==> src/rtl/alu_arbiter_pkg.sv <==
// -----------------------------------------------------------------------------
// alu_arbiter_pkg
// Shared definitions for the two-port ALU arbiter and its execution unit:
//   - datapath widths
//   - ALUOp encodings and the highest legal opcode
//   - arbiter FSM state encoding
//   - op_legal(): true for opcodes the ALU implements
// -----------------------------------------------------------------------------
package alu_arbiter_pkg;

  localparam int DATA_W = 32;
  localparam int OP_W   = 3;

  localparam logic [OP_W-1:0] OP_ADD       = 3'd0;
  localparam logic [OP_W-1:0] OP_SUB       = 3'd1;
  localparam logic [OP_W-1:0] OP_AND       = 3'd2;
  localparam logic [OP_W-1:0] OP_OR        = 3'd3;
  localparam logic [OP_W-1:0] OP_SRL       = 3'd4;
  localparam logic [OP_W-1:0] OP_SRA       = 3'd5;
  localparam logic [OP_W-1:0] OP_MAX_LEGAL = 3'd5;

  typedef enum logic [1:0] {
    S_IDLE = 2'd0,
    S_EXEC = 2'd1,
    S_RESP = 2'd2
  } state_t;

  function automatic logic op_legal(input logic [OP_W-1:0] op);
    return (op <= OP_MAX_LEGAL);
  endfunction

endpackage

==> src/rtl/alu_arbiter_alu.sv <==
// -----------------------------------------------------------------------------
// alu
// Purely combinational 32-bit ALU shared by the arbiter's two requesters.
// Ports:
//   A, B   in  DATA_W  operands
//   ALUOp  in  OP_W    operation select (add/sub/and/or/srl/sra)
//   C      out DATA_W  result; 0 for unimplemented opcodes
// Shifts use the full width of B: any amount >= DATA_W shifts everything out
// (zero fill for SRL, sign fill for SRA).
// -----------------------------------------------------------------------------
module alu
  import alu_arbiter_pkg::*;
(
  input  logic [DATA_W-1:0] A,
  input  logic [DATA_W-1:0] B,
  input  logic [OP_W-1:0]   ALUOp,
  output logic [DATA_W-1:0] C
);

  localparam int SH_W = $clog2(DATA_W);

  logic signed [DATA_W-1:0] w_a_s;
  logic        [SH_W-1:0]   w_sh;
  logic                     w_sh_big;

  assign w_a_s    = A;
  assign w_sh     = B[SH_W-1:0];
  // Any set bit above the low SH_W bits means the shift amount is >= DATA_W.
  assign w_sh_big = |B[DATA_W-1:SH_W];

  always_comb begin
    C = '0;
    case (ALUOp)
      OP_ADD: C = A + B;
      OP_SUB: C = A - B;
      OP_AND: C = A & B;
      OP_OR:  C = A | B;
      OP_SRL: C = w_sh_big ? '0 : (A >> w_sh);
      OP_SRA: C = w_sh_big ? {DATA_W{A[DATA_W-1]}} : $unsigned(w_a_s >>> w_sh);
      default: C = '0;
    endcase
  end

endmodule

==> src/rtl/alu_arbiter.sv <==
// -----------------------------------------------------------------------------
// alu_arbiter
// Shares one ALU between two requesters with round-robin arbitration.
// One transaction in flight: IDLE (grant/accept) -> EXEC (compute) -> RESP
// (hold result until the owner takes it).
// Ports (N = 0,1):
//   clk, reset          clock, synchronous active-high reset
//   reqN_valid/ready    request handshake; ready only in IDLE for the grantee
//   reqN_a/b/op         operands and ALUOp, captured on acceptance
//   rspN_valid/ready    response handshake for the owning port
//   rspN_c/err          result and illegal-op flag; held after valid drops
//   busy                high whenever the FSM is not IDLE
// Parameter INIT_PRIO: port that wins a simultaneous request after reset.
// -----------------------------------------------------------------------------
module alu_arbiter
  import alu_arbiter_pkg::*;
#(
  parameter int INIT_PRIO = 0
) (
  input  logic              clk,
  input  logic              reset,
  input  logic              req0_valid,
  output logic              req0_ready,
  input  logic [DATA_W-1:0] req0_a,
  input  logic [DATA_W-1:0] req0_b,
  input  logic [OP_W-1:0]   req0_op,
  output logic              rsp0_valid,
  input  logic              rsp0_ready,
  output logic [DATA_W-1:0] rsp0_c,
  output logic              rsp0_err,
  input  logic              req1_valid,
  output logic              req1_ready,
  input  logic [DATA_W-1:0] req1_a,
  input  logic [DATA_W-1:0] req1_b,
  input  logic [OP_W-1:0]   req1_op,
  output logic              rsp1_valid,
  input  logic              rsp1_ready,
  output logic [DATA_W-1:0] rsp1_c,
  output logic              rsp1_err,
  output logic              busy
);

  localparam logic PRIO_RST = (INIT_PRIO != 0);

  state_t r_state, w_state_nxt;
  logic   r_prio;
  logic   r_owner;

  logic [1:0] w_req_vld;
  logic [1:0] w_rsp_rdy;
  logic       w_gnt_vld;
  logic       w_gnt;
  logic       w_accept;

  logic [DATA_W-1:0] r_a_p0;
  logic [DATA_W-1:0] r_b_p0;
  logic [OP_W-1:0]   r_op_p0;
  logic [DATA_W-1:0] w_alu_c;

  logic [DATA_W-1:0] r_rsp_c_p1 [2];
  logic [1:0]        r_rsp_err_p1;
  logic [1:0]        r_rsp_vld_p1;

  assign w_req_vld = {req1_valid, req0_valid};
  assign w_rsp_rdy = {rsp1_ready, rsp0_ready};

  // Priority port wins if it asks; otherwise the other port (if it asks).
  assign w_gnt_vld = |w_req_vld;
  assign w_gnt     = w_req_vld[r_prio] ? r_prio : ~r_prio;
  assign w_accept  = (r_state == S_IDLE) && w_gnt_vld;

  assign req0_ready = w_accept && !w_gnt;
  assign req1_ready = w_accept &&  w_gnt;
  assign busy       = (r_state != S_IDLE);

  always_ff @(posedge clk) begin
    if (reset) r_state <= S_IDLE;
    else       r_state <= w_state_nxt;
  end

  always_comb begin
    w_state_nxt = r_state;
    case (r_state)
      S_IDLE:  if (w_gnt_vld) w_state_nxt = S_EXEC;
      S_EXEC:  w_state_nxt = S_RESP;
      S_RESP:  if (w_rsp_rdy[r_owner]) w_state_nxt = S_IDLE;
      default: w_state_nxt = S_IDLE;
    endcase
  end

  // Stage p0: operands captured on acceptance, then feed the ALU in EXEC.
  always_ff @(posedge clk) begin
    if (reset) begin
      r_a_p0  <= '0;
      r_b_p0  <= '0;
      r_op_p0 <= '0;
      r_owner <= 1'b0;
    end else if (w_accept) begin
      r_a_p0  <= w_gnt ? req1_a  : req0_a;
      r_b_p0  <= w_gnt ? req1_b  : req0_b;
      r_op_p0 <= w_gnt ? req1_op : req0_op;
      r_owner <= w_gnt;
    end
  end

  alu u_alu (
    .A     (r_a_p0),
    .B     (r_b_p0),
    .ALUOp (r_op_p0),
    .C     (w_alu_c)
  );

  // Stage p1: response registers per port, written at the end of EXEC and
  // held until the owner's handshake; c/err persist after valid drops.
  always_ff @(posedge clk) begin
    if (reset) begin
      r_rsp_c_p1[0] <= '0;
      r_rsp_c_p1[1] <= '0;
      r_rsp_err_p1  <= '0;
      r_rsp_vld_p1  <= '0;
      r_prio        <= PRIO_RST;
    end else begin
      if (r_state == S_EXEC) begin
        r_rsp_c_p1[r_owner]   <= op_legal(r_op_p0) ? w_alu_c : '0;
        r_rsp_err_p1[r_owner] <= !op_legal(r_op_p0);
        r_rsp_vld_p1[r_owner] <= 1'b1;
      end
      if ((r_state == S_RESP) && w_rsp_rdy[r_owner]) begin
        r_rsp_vld_p1[r_owner] <= 1'b0;
        r_prio                <= ~r_owner;
      end
    end
  end

  assign rsp0_valid = r_rsp_vld_p1[0];
  assign rsp1_valid = r_rsp_vld_p1[1];
  assign rsp0_c     = r_rsp_c_p1[0];
  assign rsp1_c     = r_rsp_c_p1[1];
  assign rsp0_err   = r_rsp_err_p1[0];
  assign rsp1_err   = r_rsp_err_p1[1];

endmodule

==> config.mk <==
export PLATFORM = sky130hd
export DESIGN_NAME = alu_arbiter
export DESIGN_NICKNAME = d
export VERILOG_FILES = /design/src/rtl/alu_arbiter_pkg.sv /design/src/rtl/alu_arbiter_alu.sv /design/src/rtl/alu_arbiter.sv
export SDC_FILE = /design/constraint.sdc
export NUM_CORES = 1
export LEC_CHECK = 0
export CAP_MARGIN = 5
export CORE_MARGIN = 1.5
export CORE_UTILIZATION = 45
export DETAILED_ROUTE_END_ITERATION = 10
export PLACE_DENSITY_LB_ADDON = 0.3
export SLEW_MARGIN = 20
export SYNTH_ARGS = -nofsm -noshare
export SYNTH_HDL_FRONTEND = slang
export SYNTH_HIERARCHICAL = 1
export SYNTH_SLANG_ARGS = --single-unit
==> constraint.sdc <==
create_clock -name clk -period 4.95 [get_ports clk]
set_input_delay 0.99 -clock clk [delete_from_list [all_inputs] [get_ports clk]]
set_output_delay 0.99 -clock clk [all_outputs]
set_load 0.1 [all_outputs]
Yosys cells after proc, flatten, opt, wreduce, memory -nomap -nowiden
Memory sizes are Yosys's and may differ from the RTL's.
Cells that the tools add are included.
{"block": "op_classes", "n_addsub": 2, "magnitude_cmp": 4, "eq_ne": 9, "shift": 2, "n_mux": 29, "bitwise": 7, "reduce_logical": 14}
{"operator": "32-bit 2-to-1 mux", "count": 6}
{"operator": "32-bit case mux with 6 select lines", "count": 1}
{"operator": "32-bit adder", "count": 1}
{"operator": "32-bit AND", "count": 1}
{"operator": "32-bit bitwise OR", "count": 1}
{"operator": "32-bit OR reduction", "count": 1}
{"operator": "32-bit by 5-bit >> shifter with 32-bit output", "count": 1}
{"operator": "32-bit by 5-bit >>> shifter with 32-bit output", "count": 1}
{"operator": "32-bit subtractor", "count": 1}
{"operator": "27-bit OR reduction", "count": 1}
{"operator": "1-bit 2-to-1 mux", "count": 13}
{"operator": "2-bit 2-to-1 mux", "count": 5}
{"operator": "3-bit by 2-bit == test with 1-bit output (second input constant)", "count": 2}
{"operator": "3-bit == test (second input constant)", "count": 2}
{"operator": "2-bit case mux with 3 select lines", "count": 1}
{"operator": "1-bit logical AND", "count": 5}
{"operator": "1-bit by 2-bit less-than comparator with 1-bit output (second input constant)", "count": 2}
{"operator": "2-bit inequality test (second input constant)", "count": 2}
{"operator": "3-bit by 1-bit == test with 1-bit output (second input constant)", "count": 1}
{"operator": "3-bit less-or-equal comparator (second input constant)", "count": 1}
{"operator": "3-bit zero test", "count": 1}
{"operator": "3-bit 2-to-1 mux", "count": 1}
{"operator": "2-bit AND", "count": 1}
{"operator": "2-bit bitwise mux", "count": 1}
{"operator": "12 further kinds", "count": 14}
{"block": "totals", "regBits": 75, "mem_bits_rw": 64, "input_bits": 140, "output_inout_bits": 71, "n_memories": 1}
{"memory": "r_rsp_c_p1", "depth": 2, "width": 32, "rd": 2, "rd_ports_with_merged_regs": 0, "wr": 2, "line_no": "alu_arbiter.sv:60", "rtl": "logic [DATA_W-1:0] r_rsp_c_p1 [2];"}

Logic depth before layout (Yosys ltp)
{"block": "depth", "word_depth": 9, "ltp_mapped": 25, "depth_no_buf": 20}

Hierarchy
The synthesis kept the hierarchy.
{"module": "alu_arbiter", "instances": 1, "cells_per_inst": 593, "area_per_inst_um2": 6216.0, "seq_area_each_um2": 3423.3}
{"module": "alu", "instances": 1, "cells_per_inst": 730, "area_per_inst_um2": 4956.0, "seq_area_each_um2": 0.0}

Worst setup path after synthesis
No wires, ideal clock.
{"block": "synth_path", "kind": "register to register", "startpoint": "reg r_b_p0[1]", "endpoint": "mem r_rsp_c_p1[1][29], data pin", "setup_ps": 132, "arrival_time_ps": 5094, "setup_slack_ps": -276, "stages_incl_launch_ff": 26, "path_buffers": 5, "period_less_slack_ps": 5226, "cell_sequence": "dfxtp_1 -> buf_2 -> buf_2 -> buf_2 -> clkbuf_1 -> inv_1 -> ha_1 -> nand3_1 -> or3_1 -> or4_1 -> nor2_1 -> nand2_1 -> o31ai_1 -> xor2_1 -> ha_1 -> clkbuf_1 -> and4_1 -> and2_1 -> a221o_1 -> nor2_1 -> nand3_1 -> and2_1 -> o21ai_0 -> mux2_2 -> o21ai_0 -> and3_1"}
{"item": "start, declared", "line_no": "alu_arbiter.sv:56", "rtl": "logic [DATA_W-1:0] r_b_p0;"}
{"item": "start signal, assigned", "line_no": "alu_arbiter.sv:100", "rtl": "r_b_p0 <= w_gnt ? req1_b : req0_b;"}
{"item": "end, declared", "line_no": "alu_arbiter.sv:60"}

==> impl_metrics.toml <==
[run_status]
status = "complete, no violations"

[final_layout]
area_delta_synth_final_pct = 26.6
seqCellArea_um2 = 3430
fin_util_pct = 58.1
drive_above_1_share_pct = 11.2
fin_nets = 1647
antenna_cells = 0
fin_area_um2 = 14100
fillers = 2179
multi_input_area_um2 = 7170

[placement]
place_area_um2 = 13500
place.gp.congestion = 0.977
hpwlAfterDp_um = 30300
port_buffers = 210

[floorplan]
die_x_um = 161
die_y_um = 161
die-area_um2 = 25800
ios = 211
start_util_pct = 45.9
fp.coreArea_um2 = 24300
num_rows = 57

[worst_setup_path]
crit_required_ns = 5.14
cpLargestDelayFamily = "compound AO/OA/AOI/OAI gates"
reg2reg_from = "r_b_p0[1]"
path_buf_inv = 2
crit_start = "r_b_p0[1]"
rr_endpoint = "r_rsp_c_p1[0][20]"
path_cells = "inv_1, ha_2, nand3_1, or3_4, or4_4, o41ai_1, xor2_1, ha_1, and4_1, a221o_1, a2111oi_1, o21ai_0, o211ai_1, buf_4, xor2_1, o221ai_1, and3_1"
startpoint_type = "register"
r2r_slack_ns = 0.24
endpoint_kind = "register"
crit_arrival_ns = 4.90
cp_max_fo = 7
crit_end = "r_rsp_c_p1[0][20]"
max_stage_delay_ns = 0.47
reg2reg_depth = 17
critPathKind = "register to register"
path_depth = 17
cp_slowest_cell = "or4_4"
crit_top_cell = "xor2_1"

[routing]
viasPerCell = 6.38
drtIter0Drc = 1189
drt-wirelength-per-cell_um = 22.5
drtAntennaViolNets = 0
vias = 11500
drc = 0
wl_um = 40700
dr.pass1.iters = 6

[sta]
period_share_pct = 95.1
worstMarginPinSlew_ns = 1.11
clock_skew_ns = 0.0172
relSlewSlack_pct = 25.8
setup_tns_ns = 0
period_needed_ns = 4.71
max_freq_ghz = 0.212
setup_violations = 0
report.final.slew_viol_count = 0
finalHoldViolations = 0
rsz0062_at_grt = "false"

[yosys]
synth_warnings = 6
synth_cells = 1323
synth_cell_type_count = 78
syn_area_per_cell_um2 = 8.44
ys.flop_type = "dfxtp_1"
yosysMostFrequentCell = "a21oi_1"
synth_top_cells_by_count = "a21oi_1, o21ai_0, clkbuf_1"
synth_area_leaders = "edfxtp_1, dfxtp_1, a21oi_1, o21ai_0, a311oi_2"
syn_nets = 1498
ys_ff_latch = 139
synth-edff-count = 64
yosysTopAreaCell = "edfxtp_1"
synthArstFlopShare_pct = 0
synth_area_um2 = 11200
netlist.area_leader.share_pct = 17.2
seq_area_frac_synth_pct = 30.6

[global_route]
grt_max_degree = 77
grt_antenna_before_repair = 0
grt_pass1_vias = 10500
grt_use_total_pct = 31.0
overflow = 0
grt_first_pass_wirelength_um = 62100

[cts]
clkSlewWorstSetupHoldPaths_ns = 0.07
clock_latency_ns = 0.44
cts.sinks = 139
cts.path.max_buffers = 2
clockRootBuffer = "clkbuf_16"
numCtsBuffers = 17
cts_tree = "yes"
h-tree-depth = 4

[power]
power_density_nw_per_um2 = 399
p_leak_uw = 0.00539
vdd_ir_drop_max_mv = 0.219

[job]
drv_cap = 0

[worst_hold_path]
min_path_type = "register to register"
==> worst min-delay path by stage <==
| stage | endpoint | cells past startpoint | startpoint |
|---|---|---|---|
| 6_report | r_rsp_err_p1[0] | 2 | r_rsp_err_p1[0] |
| 5_1_grt | r_rsp_err_p1[0] | 2 | r_rsp_err_p1[0] |
| 4_1_cts | r_rsp_err_p1[0] | 2 | r_rsp_err_p1[0] |
| 3_5_place_dp | r_rsp_err_p1[1] | 1 | r_rsp_err_p1[1] |
| 3_3_place_gp | r_rsp_err_p1[1] | 1 | r_rsp_err_p1[1] |
| 2_1_floorplan | r_prio | 2 | r_prio |
==> layout by cell type, fill, tap and decap left out, types with 13 or more instances in the layout <==
master,netlist,final
buf_4,0,52
mux4_2,13,13
mux2i_1,34,34
a211oi_1,16,16
dfxtp_1,75,73
clkbuf_16,0,17
a311oi_1,39,39
a21o_1,15,15
and3_1,70,70
nand2_1,82,82
nor2_1,72,71
a21oi_1,143,143
a311oi_2,30,30
o21ai_0,137,134
xor2_1,23,23
mux2_2,13,13
inv_1,23,22
xnor2_1,31,31
edfxtp_1,64,64
a221oi_1,13,13
clkdlybuf4s50_1,0,207
nand3_1,83,83
ha_1,34,32
maj3_1,24,24
==> power by group <==
part | internal (µW) | switching (µW) | total, µW
clock | 710 | 577 | 1290
sequential | 1330 | 177 | 1510
combinational | 1050 | 1790 | 2840
total | 3100 | 2540 | 5640
==> stage by stage <==
step | total power, µW | hold WS (ns) | std cells | setup WS (ns)
floorplan | 3450 | 0.476 | 1323 | 0.0180
global placement | 4280 | 0.461 | 1776 | 0.391
detailed placement | 4290 | 0.461 | 1776 | 0.305
CTS | 5570 | 0.489 | 1808 | 0.284
global route | 5900 | 0.520 | 1809 | 0.00942
finish | 5640 | 0.480 | 1809 | 0.242
==> worst register-to-register path, cell delays in order (launching register included) <==
cell and delay [ns]:
dfxtp_2 0.32, inv_1 0.09, ha_2 0.20, nand3_1 0.09
or3_4 0.36, or4_4 0.47, o41ai_1 0.32, xor2_1 0.20
ha_1 0.33, and4_1 0.25, a221o_1 0.37, a2111oi_1 0.38
o21ai_0 0.15, o211ai_1 0.21, buf_4 0.18, xor2_1 0.19
o221ai_1 0.18, and3_1 0.17
==> cell families (layout without fill, tap and decap cells) <==
logic type      count (synthesis)  count (layout)  share of synthesized area [%]
mux                            60              60                           6.98
simple gates                  385             385                           17.4
xor+xnor                       54              54                           4.23
buf+inv                       154             316                           5.72
compound gates                472             472                           28.9
fa+ha+maj                      59              59                           6.14
flops                         139             139                           30.6
==> routing by layer <==
layer	GRT usage, %	part of all wire [%]	up-vias
li1	-	-	5341
met1	45.0	45	5454
met2	46.6	43	684
met3	4.70	9.2	67
met4	11.0	2.9	0
met5	0	0	-
==> timing repair <==
item / in CTS / in global routing
gates resized for setup: 0 / 5
setup endpoints to repair: 0 / 8
buffers inserted: 0 / 1
hold buffers: 0 / 0
==> area by class of cell <==
class / count / area share, %
well taps: 324 / 2.87
clock buffers: 17 / 3.01
repair buffers: 260 / 17.4
inverters: 24 / 0.637
clock inverters: 15 / 1.08
flip-flops and latches: 139 / 24.2
multi-input cells: 1030 / 50.7
==> flip-flops by register name, indices dropped and copies added, names as in the netlist, named ones only <==
register,flops
r_state,2
r_prio,1
r_rsp_err_p1,2
r_b_p0,32
r_a_p0,32
r_owner,1
r_rsp_c_p1,64
r_op_p0,3
Power figures use the tool's default switching activity.
